## src/rtl/tlb_if.sv

```systemverilog
// Core-side lookup channel and walker-side PTW channel of the TLB.
// The slave modport is the TLB; the master modport is the core/walker side.
interface tlb_if;
   logic        req_valid_i;
   logic        req_ready_o;
   logic [31:0] req_vaddr_i;
   logic        req_store_i;
   logic        resp_valid_o;
   logic        resp_ready_i;
   logic [31:0] resp_paddr_o;
   logic        resp_fault_o;
   logic        resp_hit_o;
   logic        ptw_req_valid_o;
   logic        ptw_req_ready_i;
   logic [31:0] ptw_vaddr_o;
   logic        ptw_resp_valid_i;
   logic        ptw_resp_ready_o;
   logic [31:0] ptw_pte_i;

   modport slave (
      input  req_valid_i, req_vaddr_i, req_store_i, resp_ready_i,
      input  ptw_req_ready_i, ptw_resp_valid_i, ptw_pte_i,
      output req_ready_o, resp_valid_o, resp_paddr_o, resp_fault_o, resp_hit_o,
      output ptw_req_valid_o, ptw_vaddr_o, ptw_resp_ready_o
   );

   modport master (
      output req_valid_i, req_vaddr_i, req_store_i, resp_ready_i,
      output ptw_req_ready_i, ptw_resp_valid_i, ptw_pte_i,
      input  req_ready_o, resp_valid_o, resp_paddr_o, resp_fault_o, resp_hit_o,
      input  ptw_req_valid_o, ptw_vaddr_o, ptw_resp_ready_o
   );
endinterface

```

## src/rtl/tlb.sv

```systemverilog
// Fully associative 4 KiB-page TLB in front of the page-table walker; one lookup in flight.
// Optional hit/miss counters are enabled by defining TLB_STATS_EN.
module tlb #(
   parameter int unsigned ENTRIES = 4,
   parameter int unsigned IDX_W   = $clog2(ENTRIES)
) (
   input  logic  clk,
   input  logic  rst_n,
   input  logic  flush_i,
   tlb_if.slave  bus
`ifdef TLB_STATS_EN
   ,
   output logic [31:0] stat_hits_o,
   output logic [31:0] stat_misses_o
`endif
);

   localparam int unsigned XLEN  = 32;
   localparam int unsigned OFF_W = 12;
   localparam int unsigned PN_W  = XLEN - OFF_W;

   typedef enum logic [2:0] {
      IDLE     = 3'd0,
      LOOKUP   = 3'd1,
      PTW_REQ  = 3'd2,
      PTW_WAIT = 3'd3,
      RESP     = 3'd4
   } state_e;

   state_e            state_q;
   logic              req_ready_q;
   logic              resp_valid_q;
   logic              ptw_req_valid_q;
   logic              ptw_resp_ready_q;
   logic [XLEN-1:0]   vaddr_q;
   logic              store_q;
   logic [XLEN-1:0]   resp_paddr_q;
   logic              resp_fault_q;
   logic              resp_hit_q;

   logic [ENTRIES-1:0] valid_q;
   logic [ENTRIES-1:0] r_q;
   logic [ENTRIES-1:0] w_q;
   logic [ENTRIES-1:0] x_q;
   logic [PN_W-1:0]    vpn_q [ENTRIES];
   logic [PN_W-1:0]    ppn_q [ENTRIES];
   logic [IDX_W-1:0]   ptr_q;

   logic              hit_c;
   logic [IDX_W-1:0]  hit_idx_c;
   logic              hit_fault_c;
   logic              pte_fault_c;
   logic [IDX_W-1:0]  victim_c;
   logic              use_ptr_c;
   logic              unused_c;

   // Associative match of the latched VPN against all valid entries
   always_comb begin
      hit_c     = 1'b0;
      hit_idx_c = '0;
      for (int unsigned i = 0; i < ENTRIES; i++) begin
         if (valid_q[i] && (vpn_q[i] == vaddr_q[XLEN-1:OFF_W])) begin
            hit_c     = 1'b1;
            hit_idx_c = IDX_W'(i);
         end
      end
   end

   // Lowest free slot wins; round-robin pointer only when the array is full
   always_comb begin
      use_ptr_c = 1'b1;
      victim_c  = ptr_q;
      for (int unsigned i = 0; i < ENTRIES; i++) begin
         if (use_ptr_c && !valid_q[i]) begin
            victim_c  = IDX_W'(i);
            use_ptr_c = 1'b0;
         end
      end
   end

   assign hit_fault_c = store_q ? !w_q[hit_idx_c] : !r_q[hit_idx_c];
   assign pte_fault_c = !bus.ptw_pte_i[0] | (store_q ? !bus.ptw_pte_i[2] : !bus.ptw_pte_i[1]);

   // X is kept in the entry for completeness; PTE bits [11:4] carry nothing we use
   assign unused_c = ^{bus.ptw_pte_i[11:4], x_q};

   always_ff @(posedge clk or negedge rst_n) begin
      if (!rst_n) begin
         state_q          <= IDLE;
         req_ready_q      <= 1'b1;
         resp_valid_q     <= 1'b0;
         ptw_req_valid_q  <= 1'b0;
         ptw_resp_ready_q <= 1'b0;
         vaddr_q          <= '0;
         store_q          <= 1'b0;
         resp_paddr_q     <= '0;
         resp_fault_q     <= 1'b0;
         resp_hit_q       <= 1'b0;
         valid_q          <= '0;
         r_q              <= '0;
         w_q              <= '0;
         x_q              <= '0;
         ptr_q            <= '0;
         for (int unsigned i = 0; i < ENTRIES; i++) begin
            vpn_q[i] <= '0;
            ppn_q[i] <= '0;
         end
      end else begin
         case (state_q)
            IDLE: begin
               if (bus.req_valid_i) begin
                  vaddr_q     <= bus.req_vaddr_i;
                  store_q     <= bus.req_store_i;
                  req_ready_q <= 1'b0;
                  state_q     <= LOOKUP;
               end
            end
            LOOKUP: begin
               if (hit_c) begin
                  resp_valid_q <= 1'b1;
                  resp_hit_q   <= 1'b1;
                  resp_fault_q <= hit_fault_c;
                  resp_paddr_q <= hit_fault_c ? '0 : {ppn_q[hit_idx_c], vaddr_q[OFF_W-1:0]};
                  state_q      <= RESP;
               end else begin
                  ptw_req_valid_q <= 1'b1;
                  state_q         <= PTW_REQ;
               end
            end
            PTW_REQ: begin
               if (bus.ptw_req_ready_i) begin
                  ptw_req_valid_q  <= 1'b0;
                  ptw_resp_ready_q <= 1'b1;
                  state_q          <= PTW_WAIT;
               end
            end
            PTW_WAIT: begin
               if (bus.ptw_resp_valid_i) begin
                  ptw_resp_ready_q <= 1'b0;
                  resp_valid_q     <= 1'b1;
                  resp_hit_q       <= 1'b0;
                  resp_fault_q     <= pte_fault_c;
                  resp_paddr_q     <= pte_fault_c ? '0
                                      : {bus.ptw_pte_i[XLEN-1:OFF_W], vaddr_q[OFF_W-1:0]};
                  state_q          <= RESP;
                  if (bus.ptw_pte_i[0]) begin
                     valid_q[victim_c] <= 1'b1;
                     vpn_q[victim_c]   <= vaddr_q[XLEN-1:OFF_W];
                     ppn_q[victim_c]   <= bus.ptw_pte_i[XLEN-1:OFF_W];
                     r_q[victim_c]     <= bus.ptw_pte_i[1];
                     w_q[victim_c]     <= bus.ptw_pte_i[2];
                     x_q[victim_c]     <= bus.ptw_pte_i[3];
                     if (use_ptr_c) ptr_q <= ptr_q + IDX_W'(1);
                  end
               end
            end
            RESP: begin
               if (bus.resp_ready_i) begin
                  resp_valid_q <= 1'b0;
                  req_ready_q  <= 1'b1;
                  state_q      <= IDLE;
               end
            end
            default: state_q <= IDLE;
         endcase
         // Flush overrides any refill landing on the same edge
         if (flush_i) valid_q <= '0;
      end
   end

   assign bus.req_ready_o      = req_ready_q;
   assign bus.resp_valid_o     = resp_valid_q;
   assign bus.resp_paddr_o     = resp_paddr_q;
   assign bus.resp_fault_o     = resp_fault_q;
   assign bus.resp_hit_o       = resp_hit_q;
   assign bus.ptw_req_valid_o  = ptw_req_valid_q;
   assign bus.ptw_vaddr_o      = vaddr_q;
   assign bus.ptw_resp_ready_o = ptw_resp_ready_q;

`ifdef TLB_STATS_EN
   logic [31:0] hits_q;
   logic [31:0] misses_q;

   // Saturating hit/miss counters, untouched by flush
   always_ff @(posedge clk or negedge rst_n) begin
      if (!rst_n) begin
         hits_q   <= '0;
         misses_q <= '0;
      end else if ((state_q == RESP) && bus.resp_ready_i) begin
         if (resp_hit_q) begin
            if (hits_q != '1) hits_q <= hits_q + 32'd1;
         end else begin
            if (misses_q != '1) misses_q <= misses_q + 32'd1;
         end
      end
   end

   assign stat_hits_o   = hits_q;
   assign stat_misses_o = misses_q;
`endif

endmodule
```

## src/flat_wrapper.sv

```systemverilog
// flat-port wrapper written by rule: the top's interface ports become plain ports
module tlb_flat 
#(
   parameter int unsigned ENTRIES = 4,
   parameter int unsigned IDX_W   = $clog2(ENTRIES)
)
  (clk, rst_n, flush_i, bus_req_valid_i, bus_req_vaddr_i, bus_req_store_i, bus_resp_ready_i, bus_ptw_req_ready_i, bus_ptw_resp_valid_i, bus_ptw_pte_i, bus_req_ready_o, bus_resp_valid_o, bus_resp_paddr_o, bus_resp_fault_o, bus_resp_hit_o, bus_ptw_req_valid_o, bus_ptw_vaddr_o, bus_ptw_resp_ready_o);
  tlb_if bus_i ();
  input  logic clk;
  input  logic rst_n;
  input  logic flush_i;
  input wire logic [$bits(bus_i.req_valid_i)-1:0] bus_req_valid_i;
  input wire logic [$bits(bus_i.req_vaddr_i)-1:0] bus_req_vaddr_i;
  input wire logic [$bits(bus_i.req_store_i)-1:0] bus_req_store_i;
  input wire logic [$bits(bus_i.resp_ready_i)-1:0] bus_resp_ready_i;
  input wire logic [$bits(bus_i.ptw_req_ready_i)-1:0] bus_ptw_req_ready_i;
  input wire logic [$bits(bus_i.ptw_resp_valid_i)-1:0] bus_ptw_resp_valid_i;
  input wire logic [$bits(bus_i.ptw_pte_i)-1:0] bus_ptw_pte_i;
  output wire logic [$bits(bus_i.req_ready_o)-1:0] bus_req_ready_o;
  output wire logic [$bits(bus_i.resp_valid_o)-1:0] bus_resp_valid_o;
  output wire logic [$bits(bus_i.resp_paddr_o)-1:0] bus_resp_paddr_o;
  output wire logic [$bits(bus_i.resp_fault_o)-1:0] bus_resp_fault_o;
  output wire logic [$bits(bus_i.resp_hit_o)-1:0] bus_resp_hit_o;
  output wire logic [$bits(bus_i.ptw_req_valid_o)-1:0] bus_ptw_req_valid_o;
  output wire logic [$bits(bus_i.ptw_vaddr_o)-1:0] bus_ptw_vaddr_o;
  output wire logic [$bits(bus_i.ptw_resp_ready_o)-1:0] bus_ptw_resp_ready_o;
  assign bus_i.req_valid_i = bus_req_valid_i;
  assign bus_i.req_vaddr_i = bus_req_vaddr_i;
  assign bus_i.req_store_i = bus_req_store_i;
  assign bus_i.resp_ready_i = bus_resp_ready_i;
  assign bus_i.ptw_req_ready_i = bus_ptw_req_ready_i;
  assign bus_i.ptw_resp_valid_i = bus_ptw_resp_valid_i;
  assign bus_i.ptw_pte_i = bus_ptw_pte_i;
  assign bus_req_ready_o = bus_i.req_ready_o;
  assign bus_resp_valid_o = bus_i.resp_valid_o;
  assign bus_resp_paddr_o = bus_i.resp_paddr_o;
  assign bus_resp_fault_o = bus_i.resp_fault_o;
  assign bus_resp_hit_o = bus_i.resp_hit_o;
  assign bus_ptw_req_valid_o = bus_i.ptw_req_valid_o;
  assign bus_ptw_vaddr_o = bus_i.ptw_vaddr_o;
  assign bus_ptw_resp_ready_o = bus_i.ptw_resp_ready_o;
  tlb #(.ENTRIES(ENTRIES), .IDX_W(IDX_W)) u_core (.clk(clk), .rst_n(rst_n), .flush_i(flush_i), .bus(bus_i));
endmodule
```

## config.mk

```make
export PLATFORM = sky130hd
export DESIGN_NAME = tlb_flat
export DESIGN_NICKNAME = d
export VERILOG_FILES = /design/src/rtl/tlb_if.sv /design/src/rtl/tlb.sv /design/src/flat_wrapper.sv
export SDC_FILE = /design/constraint.sdc
export NUM_CORES = 1
export LEC_CHECK = 0
export CORE_MARGIN = 2
export CORE_UTILIZATION = 40
export CTS_CLUSTER_DIAMETER = 200
export DETAILED_ROUTE_END_ITERATION = 10
export HOLD_SLACK_MARGIN = 0.05
export SKIP_CTS_REPAIR_TIMING = 1
export SKIP_LAST_GASP = 1
export SLEW_MARGIN = 10
export SYNTH_ARGS = -nofsm -noshare
export SYNTH_HDL_FRONTEND = slang
export SYNTH_SLANG_ARGS = --single-unit
```

## constraint.sdc

```tcl
create_clock -name clk -period 3.5 [get_ports clk]
set_clock_uncertainty 0.2 [all_clocks]
set_input_delay 0.7 -clock clk [delete_from_list [all_inputs] [get_ports clk]]
set_output_delay 0.7 -clock clk [all_outputs]
set_load 0.03 [all_outputs]
```

# Word-level counts from Yosys, hierarchy flattened
# Cells that the tools add are included.
totals:
  regBits: 248
  latchBits: 0
  mem_bits_rw: 0
  romBits: 0
  input_bits: 72
  out_inout_bits: 70
  word_cells: 147
  mem_count: 0
op_classes:
  n_addsub: 1
  mul: 0
  n_div: 0
  n_lt_le_gt_ge: 6
  n_eq_ne: 14
  shift: 0
  muxes: 64
  n_bitwise: 4
  reduce_logical: 36
op_table:
  columns: ["operator", "count"]
  rows:
  - ["$bwmux W80", 2]
  - ["$mux W32", 4]
  - ["$eq A20 B20 Y1", 4]
  - ["$pmux W32 S2", 1]
  - ["$mux W20", 3]
  - ["$bmux W20 S2", 1]
  - ["$demux W20 S2", 1]
  - ["$mux W1", 25]
  - ["$reduce_and A3 Y1", 6]
  - ["$mux W4", 4]
  - ["$mux W3", 5]
  - ["$pmux W3 S5", 1]
  - ["$reduce_bool A2 Y1", 7]
  - ["$mux W2", 6]
  - ["$reduce_and A4 Y1", 3]
  - ["$ne A2 B2 Y1 const B", 5]
  - ["$pmux W1 S2", 5]
  - ["$logic_and A1 B1 Y1", 9]
  - ["$bwmux W4", 2]
  - ["$logic_not A1 Y1", 8]
  - ["$eq A3 B2 Y1 const B", 2]
  - ["$ge A3 B3 Y1 const B", 2]
  - ["$lt A2 B3 Y1 const B", 2]
  - ["$not A2 Y3", 2]
  - ["other kinds (14)", 15]

# Longest topological paths before layout
depth:
  ltp_word: 16
  ltp_mapped: 12
  mapped_depth_nobuf: 8

# Worst setup path before layout
# No wires, ideal clock.
synth_timing:
  kind: "register -> register"
  startpoint: "register u_core.vaddr_q[26], in the netlist u_core.bus.ptw_vaddr_o[26]"
  endpoint: "register u_core.resp_paddr_q[10], in the netlist u_core.bus.resp_paddr_o[10]"
  setup_ns: 0.137
  t_arrival_ns: 2.584
  required_ns: 3.163
  path_slack_ns: 0.579
  path_stages_with_launch: 13
  path_buffers: 4
  period_less_slack_ns: 2.921
  cell_sequence: "dfrtp_1 > buf_2 > xnor2_1 > nand4_1 > nor4_4 > nand4_4 > and4b_1 > buf_2 > or2_1 > buf_6 > nor2_2 > buf_4 > a21oi_1"
synth_between:
  elab_chain_cells: 12
  word_cells_on_any_way: 27
  classes_between: "eq/ne: 5; mux: 15; reduce/logical: 7"
synth_lines:
  columns: ["element", "line_no", "text"]
  rows:
  - ["start, declared", "tlb.sv:35", "logic [XLEN-1:0] vaddr_q;"]
  - ["start signal, assigned", "tlb.sv:112", "vaddr_q <= bus.req_vaddr_i;"]
  - ["$eq A20 B20 Y1", "tlb.sv:62", "if (valid_q[i] && (vpn_q[i] == vaddr_q[XLEN-1:OFF_W])) begin"]
  - ["$logic_and A1 B1 Y1", "tlb.sv:62", null]
  - ["$mux W1", "tlb.sv:62", null]
  - ["$mux W2 (2 in series)", "tlb.sv:62", null]
  - ["$bmux W1 S2", "tlb.sv:81", "assign hit_fault_c = store_q ? !w_q[hit_idx_c] : !r_q[hit_idx_c];"]
  - ["$mux W1 (not written as such)", "tlb.sv:81", null]
  - ["$logic_not A1 Y1", "tlb.sv:81", null]
  - ["$mux W1", "tlb.sv:81", null]
  - ["$mux W32", "tlb.sv:123", "resp_paddr_q <= hit_fault_c ? '0 : {ppn_q[hit_idx_c], vaddr_q[OFF_W-1:0]};"]
  - ["$mux W32", "tlb.sv:119", "if (hit_c) begin"]
  - ["$pmux W32 S2", "tlb.sv:109", "case (state_q)"]
  - ["end signal, assigned", "tlb.sv:123", null]
  - ["end signal, assigned", "tlb.sv:143", "resp_paddr_q <= pte_fault_c ? '0"]
  - ["end, declared", "tlb.sv:37", "logic [XLEN-1:0] resp_paddr_q;"]
# Parallel ways exist; a longest one is shown, timed or not. The select of a mux whose other input is x is not followed.
# A chain may end at the register's enable or synchronous reset.

# Worst setup path after layout
layout_timing:
  startpoint: "register u_core.vaddr_q[28], in the netlist u_core.bus.ptw_vaddr_o[28]"
  endpoint: "register u_core.resp_paddr_q[8], in the netlist u_core.bus.resp_paddr_o[8]"
# The elaborated chain is that of the path after synthesis.

==> impl_results.html <==
<table>
<tr><th>Metric</th><th>Value</th></tr>
<tr><th colspan="2">CTS</th></tr>
<tr><td>Clk sink count</td><td>around 250</td></tr>
<tr><td>CTS max path bufs</td><td>3</td></tr>
<tr><td>TritonCTS clock tree</td><td>built</td></tr>
<tr><td>CTS H-tree depth</td><td>1</td></tr>
<tr><td>Number of clock buffers inserted by TritonCTS</td><td>27</td></tr>
<tr><td>Clock latency reported for the late side of the worst-skew pair</td><td>0.52 ns</td></tr>
<tr><td>Root Buffer Master</td><td>clkbuf_16</td></tr>
<tr><td>Reg clk slew, reported paths</td><td>~0.060 ns</td></tr>
<tr><th colspan="2">Floorplan</th></tr>
<tr><td>Chip Height</td><td>between 150 and 200 µm</td></tr>
<tr><td>I/O pins</td><td>142</td></tr>
<tr><td>Die ar.</td><td>29900 µm²</td></tr>
<tr><td>Die span in x</td><td>173 µm</td></tr>
<tr><td>Number of cell rows</td><td>just over 60</td></tr>
<tr><td>Initial core utilization</td><td>40.8%</td></tr>
<tr><td>Core footprint</td><td>27900 µm²</td></tr>
<tr><th colspan="2">Routing</th></tr>
<tr><td>Via density per instance</td><td>slightly above 5</td></tr>
<tr><td>Routed vias</td><td>7208</td></tr>
<tr><td>Number of remaining DRC errors</td><td>0</td></tr>
<tr><td>DRT iter0 DRCs</td><td>331</td></tr>
<tr><td>Antenna-violating nets left</td><td>0</td></tr>
<tr><td>TritonRoute pass-1 iters</td><td>4</td></tr>
<tr><td>Routed wire per std cell</td><td>18.6 µm</td></tr>
<tr><td>DRT Wirelength</td><td>26.2 mm</td></tr>
<tr><th colspan="2">Timing</th></tr>
<tr><td>Setup TNS</td><td>0 ns</td></tr>
<tr><td>Final slew viol count</td><td>0</td></tr>
<tr><td>Final Cycle Share</td><td>between 90% and 100%</td></tr>
<tr><td>Time the final worst path needs with I/O delays and setup</td><td>3.23 ns</td></tr>
<tr><td>Headroom to the max-slew limit</td><td>51.3%</td></tr>
<tr><td>Fmax</td><td>~310 MHz</td></tr>
<tr><td>Hold violation count in the final report</td><td>0</td></tr>
<tr><td>Final setup fails</td><td>0</td></tr>
<tr><td>Setup repair after global routing missed its margin</td><td>false</td></tr>
<tr><td>Actual slew at the worst max-slew pin</td><td>0.730 ns</td></tr>
<tr><th colspan="2">Place</th></tr>
<tr><td>Number of buffer cells added on primary ports</td><td>roughly 130</td></tr>
<tr><td>Routability congestion estimate</td><td>0.776</td></tr>
<tr><td>Area after DPL</td><td>13300 µm²</td></tr>
<tr><td>Number of placed instances, taps included</td><td>1359</td></tr>
<tr><td>Half-perimeter wire length of the detailed placement result</td><td>about 17 mm</td></tr>
<tr><th colspan="2">Critical path</th></tr>
<tr><td>Worst setup SP type</td><td>register</td></tr>
<tr><td>Maximum fanout along the worst path</td><td>16</td></tr>
<tr><td>Worst endpoint data arrival time</td><td>3.46 ns</td></tr>
<tr><td>Required time of the critical path</td><td>3.74 ns</td></tr>
<tr><td>Kind of end point of the critical path</td><td>register</td></tr>
<tr><td>Worst Path Class, Setup</td><td>reg2reg</td></tr>
<tr><th colspan="2">Finish</th></tr>
<tr><td>Share of layout cells above drive strength 1</td><td>30.6%</td></tr>
<tr><td>Post-route core utilization</td><td>50.8%</td></tr>
<tr><td>Summed area of non-filler cells in the final layout</td><td>between 10000 and 15000 µm²</td></tr>
<tr><td>Area overhead of the layout relative to synthesis</td><td>24.4%</td></tr>
<tr><td>Layout Nets</td><td>1083</td></tr>
<tr><td>Layout filler cell count</td><td>2522</td></tr>
<tr><td>Antenna fix cells</td><td>0</td></tr>
<tr><td>Number of standard cells in the final layout excluding fillers</td><td>around 1400</td></tr>
<tr><th colspan="2">Global route</th></tr>
<tr><td>Maximum number of pins on one net before global-route repair</td><td>90</td></tr>
<tr><td>Overall Global Routing Usage</td><td>17.8%</td></tr>
<tr><td>Overflow after GRT</td><td>0</td></tr>
<tr><td>Antenna violations before repair</td><td>0</td></tr>
<tr><td>Wire length of the first global-routing pass</td><td>42.9 mm</td></tr>
<tr><td>Via count of the first global-routing pass</td><td>7602</td></tr>
<tr><th colspan="2">Synthesis</th></tr>
<tr><td>Top cells by instance count after synthesis</td><td>dfrtp_1, mux2_2, xnor2_1</td></tr>
<tr><td>Largest cells by area after synthesis</td><td>dfrtp_1, mux2_2, xnor2_1, mux2i_1, a21oi_1</td></tr>
<tr><td>Synthesis warning total</td><td>0</td></tr>
<tr><td>Yosys top cell by area</td><td>dfrtp_1</td></tr>
<tr><td>Most instantiated flip-flop cell in the synthesis netlist</td><td>dfrtp_1</td></tr>
<tr><td>Synthesis-stage register bit count</td><td>248</td></tr>
<tr><td>Nets in the synthesized netlist</td><td>950</td></tr>
<tr><td>Synthesized area</td><td>11400 µm²</td></tr>
<tr><td>Share of Yosys cell area claimed by the top area cell type</td><td>54.2%</td></tr>
<tr><td>Syn Inst Count</td><td>roughly 880</td></tr>
<tr><td>Most repeated cell in the gate-level netlist after synthesis</td><td>dfrtp_1</td></tr>
<tr><td>Share of synthesized registers carrying an async set or reset</td><td>100%</td></tr>
<tr><td>Sequential-to-total area share from yosys stat</td><td>54.4%</td></tr>
<tr><td>Average cell area after synthesis</td><td>13.0 µm²</td></tr>
<tr><td>Number of distinct library cell variants in the gate-level netlist after synthesis</td><td>42</td></tr>
<tr><td>Post-synth EDFFs</td><td>0</td></tr>
<tr><th colspan="2">Run status</th></tr>
<tr><td>Run status</td><td>finished clean</td></tr>
<tr><th colspan="2">Pwr</th></tr>
<tr><td>Leak pwr</td><td>6.30 nW</td></tr>
<tr><td>Switching part of the total</td><td>between 30% and 40%</td></tr>
<tr><td>Clock share of power</td><td>25.3%</td></tr>
<tr><td>Overall Power</td><td>11.3 mW</td></tr>
<tr><td>Net switching power of the design</td><td>4.00 mW</td></tr>
<tr><td>Share of power burned in registers</td><td>37.4%</td></tr>
<tr><td>Power per standard cell area</td><td>797 nW/µm²</td></tr>
<tr><td>Comb power frac</td><td>37.3%</td></tr>
<tr><td>Largest vdd supply drop</td><td>0.000560 V</td></tr>
<tr><td>Internal power consumption</td><td>roughly 7.3 mW</td></tr>
<tr><th colspan="2">Flow run</th></tr>
<tr><td>Maximum Capacitance Violations</td><td>0</td></tr>
<tr><th colspan="2">Worst hold path</th></tr>
<tr><td>Class of the tightest hold or removal check</td><td>reg2reg</td></tr>
</table>
[per-stage QoR]
stage               setup WS, ns  hold slack [ns]
CTS                        0.323           0.0139
detailed placement         0.350            0.270
global placement           0.366            0.270
finish                     0.272            0.275
floorplan                  0.579            0.204
global route              0.0599            0.302
[cell usage in the layout (no fill, tap or decap), drive strengths merged]
cell type      instances
nand2                 19
a31oi                 21
clkbuf                44
a21oi                 60
nor3                   4
and2                   2
o21a                  20
a211oi                 3
or2                    1
o21bai                 1
clkinv                 2
inv                    4
a22o                   1
or3b                   1
mux2i                 35
dfstp                  1
xnor2                 68
nand2b                 1
nand3                  7
nor2b                  3
nor2                  17
dfrtp                247
clkdlybuf4s50        131
and4b                  1
nor4                   8
o211a                  1
xor2                  14
o31ai                 20
dlygate4sd3            1
buf                   42
nand4                 16
mux2                 201
a21boi                 1
and3                   3
a22oi                  2
o21ai                 25
bufinv                 2
[registers in the layout, summed over array words and instances, names as in the netlist, 2 cells and up]
name                     count
u_core.bus.resp_paddr_o     32
u_core.valid_q               4
u_core.state_q               3
u_core.r_q                   4
u_core.bus.ptw_vaddr_o      32
u_core.vpn_q                80
u_core.w_q                   4
u_core.ptr_q                 2
u_core.ppn_q                80
[power by group through the flow]
stage | combinational [mW] | sequential, mW | clock, mW
6_report | 4.21 | 4.22 | 2.86
3_3_place_gp | 4.24 | 4.26 | 0
4_1_cts | 4.28 | 4.24 | 2.95
5_1_grt | 4.56 | 4.34 | 3.06
3_5_place_dp | 4.26 | 4.29 | 0
2_1_floorplan | 2.47 | 4.54 | 0
[critical path: stages (launching register included)]
cell and delay [ns]:
dfrtp_1 0.65, xnor2_1 0.18, nand4_1 0.15, nor4_2 0.54
a22oi_1 0.27, and4b_1 0.25, or2_2 0.35, buf_4 0.24
mux2i_1 0.15, a21oi_1 0.15
[final timing paths]
| path | startpoint | endpoint | slack, ns | cells after the start |
|---|---|---|---|---|
| min reg2reg | u_core.ptr_q[1]$_DFFE_PN0P_ | u_core.ptr_q[1]$_DFFE_PN0P_ | 0.28 | 1 |
| max | u_core.bus.ptw_vaddr_o[28]$_DFFE_PN0P_ | u_core.bus.resp_paddr_o[8]$_DFFE_PN0P_ | 0.27 | 9 |
| max reg2reg | u_core.bus.ptw_vaddr_o[28]$_DFFE_PN0P_ | u_core.bus.resp_paddr_o[8]$_DFFE_PN0P_ | 0.27 | 9 |
| min | u_core.ptr_q[1]$_DFFE_PN0P_ | u_core.ptr_q[1]$_DFFE_PN0P_ | 0.28 | 1 |
| min in group asynchronous | rst_n | u_core.bus.resp_paddr_o[26]$_DFFE_PN0P_ | 0.57 | 2 |
| max in group asynchronous | rst_n | u_core.bus.req_ready_o$_DFFE_PN1P_ | 1.75 | 3 |
[per-layer routing]
metal | global-route usage, % | share of wire [%]
met1 | 24.3 | 46
met2 | 29.8 | 48
met3 | 3.01 | 3.8
met4 | 3.88 | 2.1
met5 | 0 | 0
[kinds of logic after synthesis]
group                     after synthesis  synth area share (%)
DFF                                   248                  54.4
muxes                                 236                  22.9
and+or+nand+nor                        83                  4.09
buffers and inverters                  74                  3.27
xor gates and xnor gates               82                  6.30
AOI/OAI and AO/OA                     155                  9.02
[final cells by class]
type | count | area [µm²] | share of cell area (%)
clock buffers | 44 | 830 | 5.85
clock inverters | 4 | 70.1 | 0.494
inverters | 4 | 15.0 | 0.106
well taps | 378 | 473 | 3.33
repair buffers | 174 | 1730 | 12.2
flip-flops and latches | 248 | 6210 | 43.7
multi-input cells | 556 | 4860 | 34.3
Note: power is estimated with default switching activity, not from simulation.
==> variant 1 (same settings) <==
Encoding of `state_e`: now one-hot (5 bits for 5 states).
--- a/src/rtl/tlb.sv
+++ b/src/rtl/tlb.sv
@@ -21,8 +21,8 @@
 
-   typedef enum logic [2:0] {
-      IDLE     = 3'd0,
-      LOOKUP   = 3'd1,
-      PTW_REQ  = 3'd2,
-      PTW_WAIT = 3'd3,
-      RESP     = 3'd4
+   typedef enum logic [4:0] {
+      IDLE     = 5'b00001,
+      LOOKUP   = 5'b00010,
+      PTW_REQ  = 5'b00100,
+      PTW_WAIT = 5'b01000,
+      RESP     = 5'b10000
    } state_e;
Formal check against the unedited RTL: same outputs for any inputs over 4 cycles, from zero or initial values and one cycle with rst_n low; so few cycles prove little.
==> variant 1 against the original RTL <==
- worst setup slack better by 0.12 ns
- sequential power shrank 4%
- sequential cell count increased by 2
- power is 3.1% lower
- design area up 2.2%
- routed wire length rose by 8.5%
- largest power group is now combinational logic
- synthesized area rose by 2.9%
==> variant 1: results (changes against the original RTL) <==
Sorting the synthesized cells by area gives the leading types as dfrtp_1 53%, mux2_2 13%, xnor2_1 3.9%. The synthesized-area fraction occupied by xor and xnor cells is 6.12% (-0.17 points), and the final clock period utilization by the worst path is 88.8% (-3.4 points). The number of placed instances with taps included is 1,468 (+8.0%).

The leakage power figure was 0.00688 uW (+9.2%). The worst hold path terminates at u_core.bus.req_ready_o. The switching power summed over all nets is 4060 uW (+1.5%).

The first-pass GRT wire length was 46,100 um (+7.5%). The launch instance of the worst register-to-register path is u_core.bus.ptw_vaddr_o[18]. The fraction of final layout cells sized beyond drive strength 1 works out to 21.7% (-8.9 points).

The aggregate global-route resource usage was 18.9% (+1.1 points); the mux contribution to synthesized area was 18.9% (-4.0 points). The post-placement worst setup slack is 0.413 ns (+0.0630 ns), and the number of fill cells is 2,583 (+2.4%). The via density per instance was 5.19 (+1.3%); the DRC violation total after the first TritonRoute iteration was 418 (+26%). The worst slew margin relative to its limit was 46.8% (-4.5 points); the power per unit of standard cell area was 755 nW/um^2 (-5.2%). The critical path data arrival time came out at 3.33 ns (-0.13 ns).

The slowest stage of the critical path is the or4_4 cell. The global placer's final weighted congestion is 0.800 (+3.1%). The logs give 13,600 sq um (+2.5%) for the placed standard-cell area and 1,188 (+9.7%) for the final net count. The flow ran to the end, and the final reports show no timing, DRC or antenna violations. The largest net degree at the start of global routing was 97 (+7.8%); the logic depth of the worst register-to-register path was 8 (-1).
variant 1: cell types whose count changed in the layout (fill, tap and decap cells not counted), sizes merged, moves of 21 or more:
| cell | unedited run | this run |
|---|---|---|
| nand2 | 19 | 118 |
| a21oi | 60 | 17 |
| mux2 | 201 | 168 |
| nor3 | 4 | 27 |
| and2 | 2 | 23 |
| inv | 4 | 25 |
| o21ai | 25 | 4 |
variant 1: layout make-up:
class                           instances  area, sq um  area share (%)
Multi-Input combinational cell        642         5070            35.0
Tap cell                              384          480            3.31
Sequential cell                       250         6260            43.1
Timing Repair Buffer                  168         1720            11.9
Inverter                               25         93.8           0.647
Clock buffer                           40          827            5.70
Clock inverter                          9         51.3           0.354
variant 1: metal layers:
metal | up-vias | GRT usage (%) | routed length (um)
li1 | 3729 | - | -
met1 | 3972 | 24.8 | 12700
met2 | 135 | 33.1 | 14200
met3 | 39 | 2.34 | 922
met4 | 0 | 4.76 | 655
met5 | - | 0 | 0
==> variant 2 (same flow settings) <==
Made on the original files. `ENTRIES` is set to 4 in 2 places; all go to 2.
--- a/src/rtl/tlb.sv
+++ b/src/rtl/tlb.sv
@@ -3,3 +3,3 @@
 module tlb #(
-   parameter int unsigned ENTRIES = 4,
+   parameter int unsigned ENTRIES = 2,
    parameter int unsigned IDX_W   = $clog2(ENTRIES)
--- a/src/flat_wrapper.sv
+++ b/src/flat_wrapper.sv
@@ -3,3 +3,3 @@
 #(
-   parameter int unsigned ENTRIES = 4,
+   parameter int unsigned ENTRIES = 2,
    parameter int unsigned IDX_W   = $clog2(ENTRIES)
Check against the original RTL: no difference found for any inputs over 4 cycles, from zero or initial values and one cycle with rst_n low; that may be too few to reach the edited logic, so the function may still have changed.
==> variant 2 against the original RTL <==
- power is 23% lower
- global-route usage is 0.41 points lower
- design area is 36% lower
- largest cell class unchanged
- synthesized area decreased by 40%
- critical path type unchanged
- via count decreased by 38%
- worst setup slack better by 0.091 ns
- worst hold slack worse by 0.20 ns
- routed wire length decreased by 42%
- sequential cell count down 87
- die area is 39% lower
==> variant 2: results (changes against the original RTL) <==
The area growth from synthesis to layout works out to 32.7%. The root buffer cell chosen for the clock tree is clkbuf_16. The total of warnings raised by yosys is 0 (unchanged), and the first-pass GRT wire length is 24,300 um (-43%). Kind of critical path: reg2reg. The worst min-delay path category was in2async. For the number of global-route vias before repair, the log shows 4,654 (-39%). The run gives 2710 sq um (-44%) as the area of combinational cells with multiple inputs. The critical path data arrival time was 3.23 ns (-0.23 ns). The via density per instance works out to 5.08 (-0.85%). The number of fill cells came out at 1,417 (-44%). The critical-path maximum fanout is 20 (+4). The async set or reset register ratio after synthesis works out to 100% (unchanged). The port buffer count works out to 132 (unchanged). The tools report the CTS buffer count as 17 (-37%). The worst register-to-register path begins at u_core.bus.ptw_vaddr_o[28]. For the worst ir drop on vdd, the log shows 0.000438 V (-22%). The tools report the largest net degree at the start of global routing as 73 (-19%). The run finished with clean final reports. The fraction of final layout cells sized beyond drive strength 1 came out at 25.9% (-4.7 points). The logs give 0.319 GHz (+2.9%) for the fmax and 0.278 ns (-0.0724 ns) for the post-placement worst setup slack.

The final net count is 720 (-34%), and the logic depth of the worst register-to-register path is 8 (-1). The most critical setup path has its endpoint at u_core.bus.resp_paddr_o[27]. The iteration count of the initial detailed-routing pass was 4 (unchanged); the pin slew with the least headroom to its limit was 1.12 ns (+0.390 ns). For the number of H-tree levels, the log shows 4 (+3). The antenna cell count was 0 (unchanged); the total half-perimeter wirelength after legalization and detailed placement was 10,200 um (-42%). The number of buffers on the longest clock path was 2 (-1). After synthesis, the most frequently instantiated cells are 160 x dfrtp_1, 117 x mux2_2, 33 x xnor2_1, 31 x nor2_1, 24 x a21oi_1.

For the initial antenna violation count, the log shows 0 (unchanged). The CTS clock-pin slew for the worst setup and hold paths is 0.06 ns (about the same), and the aggregate global-route resource usage is 17.4% (-0.41 points). The clock latency at the later pin of the worst-skew pair came out at 0.42 ns (-0.10 ns). In the final layout, the registers with the most flip-flops are u_core.ppn_q x40, u_core.vpn_q x40. The number of distinct library cells after synthesis is 37 (-12%). The total internal power was 5640 uW (-23%). The worst-case register-to-register setup slack was 0.36 ns (+0.09 ns).

The proportion of synthesized chip area in sequential cells is 58.7% (+4.3 points). The tools report the DRC violation total after the first TritonRoute iteration as 182 (-45%). The run gives 581 (-39%) as the post-synth net total. The mean routed wirelength per cell works out to 17.1 um (-8.0%). After synthesis, the cell types taking the most area are dfrtp_1 58%, mux2_2 19%, xnor2_1 4.2%. The run gives 0.00403 uW (-36%) as the leakage power figure. For the global placer's final weighted congestion, the log shows 0.711 (-8.4%).
variant 2: worst max-delay path: stages (launching register included):
cell	delay, ns
dfrtp_1	0.46
xnor2_1	0.20
nand4_1	0.19
nor4_2	0.54
a22oi_2	0.28
a211o_1	0.58
buf_4	0.32
a21oi_1	0.15
o22ai_1	0.09
variant 2: metal layers:
metal / part of all wire [%] / track usage (%)
met5: 0 / 0
met4: 1.2 / 5.84
met3: 5.2 / 4.20
met2: 51 / 29.9
met1: 42 / 21.5
variant 2: layout make-up:
type,instances,area share (%)
Tap cell,220,3.02
Timing Repair Buffer,146,15.9
Multi-Input combinational cell,317,29.8
Clock buffer,22,5.10
Sequential cell,161,44.2
Inverter,5,0.206
Clock inverter,10,1.73
variant 2: cells by family (layout without fill, tap and decap cells):
family / count (synthesis) / in the layout / share of synthesized area, %
XOR/XNOR: 41 / 41 / 5.23
AND/OR/NAND/NOR: 66 / 66 / 4.49
AO/OA/AOI/OAI: 71 / 71 / 6.75
multiplexers: 139 / 139 / 22.6
buffers and inverters: 31 / 183 / 2.21
flip-flops: 161 / 161 / 58.7
variant 2: through the flow:
step / hold slack, ns / area (sq um) / instances / util (%)
final: 0.0703 / 9110 / 881 / 54.5
after global placement: 0.260 / 8490 / 849 / 50.8
after CTS: 0.102 / 9110 / 881 / 54.5
after floorplan: 0.204 / 6860 / 509 / -
after global routing: 0.126 / 9110 / 881 / 54.5
after detailed placement: 0.271 / 8490 / 849 / 50.8
variant 2: power by group through the flow:
stage / sequential [uW] / combinational, uW / clock (uW)
3_5_place_dp: 3320 / 3560 / 0
4_1_cts: 3280 / 3570 / 2000
2_1_floorplan: 3950 / 1530 / 0
5_1_grt: 3400 / 3780 / 2080
6_report: 3270 / 3520 / 1940
3_3_place_gp: 3280 / 3500 / 0
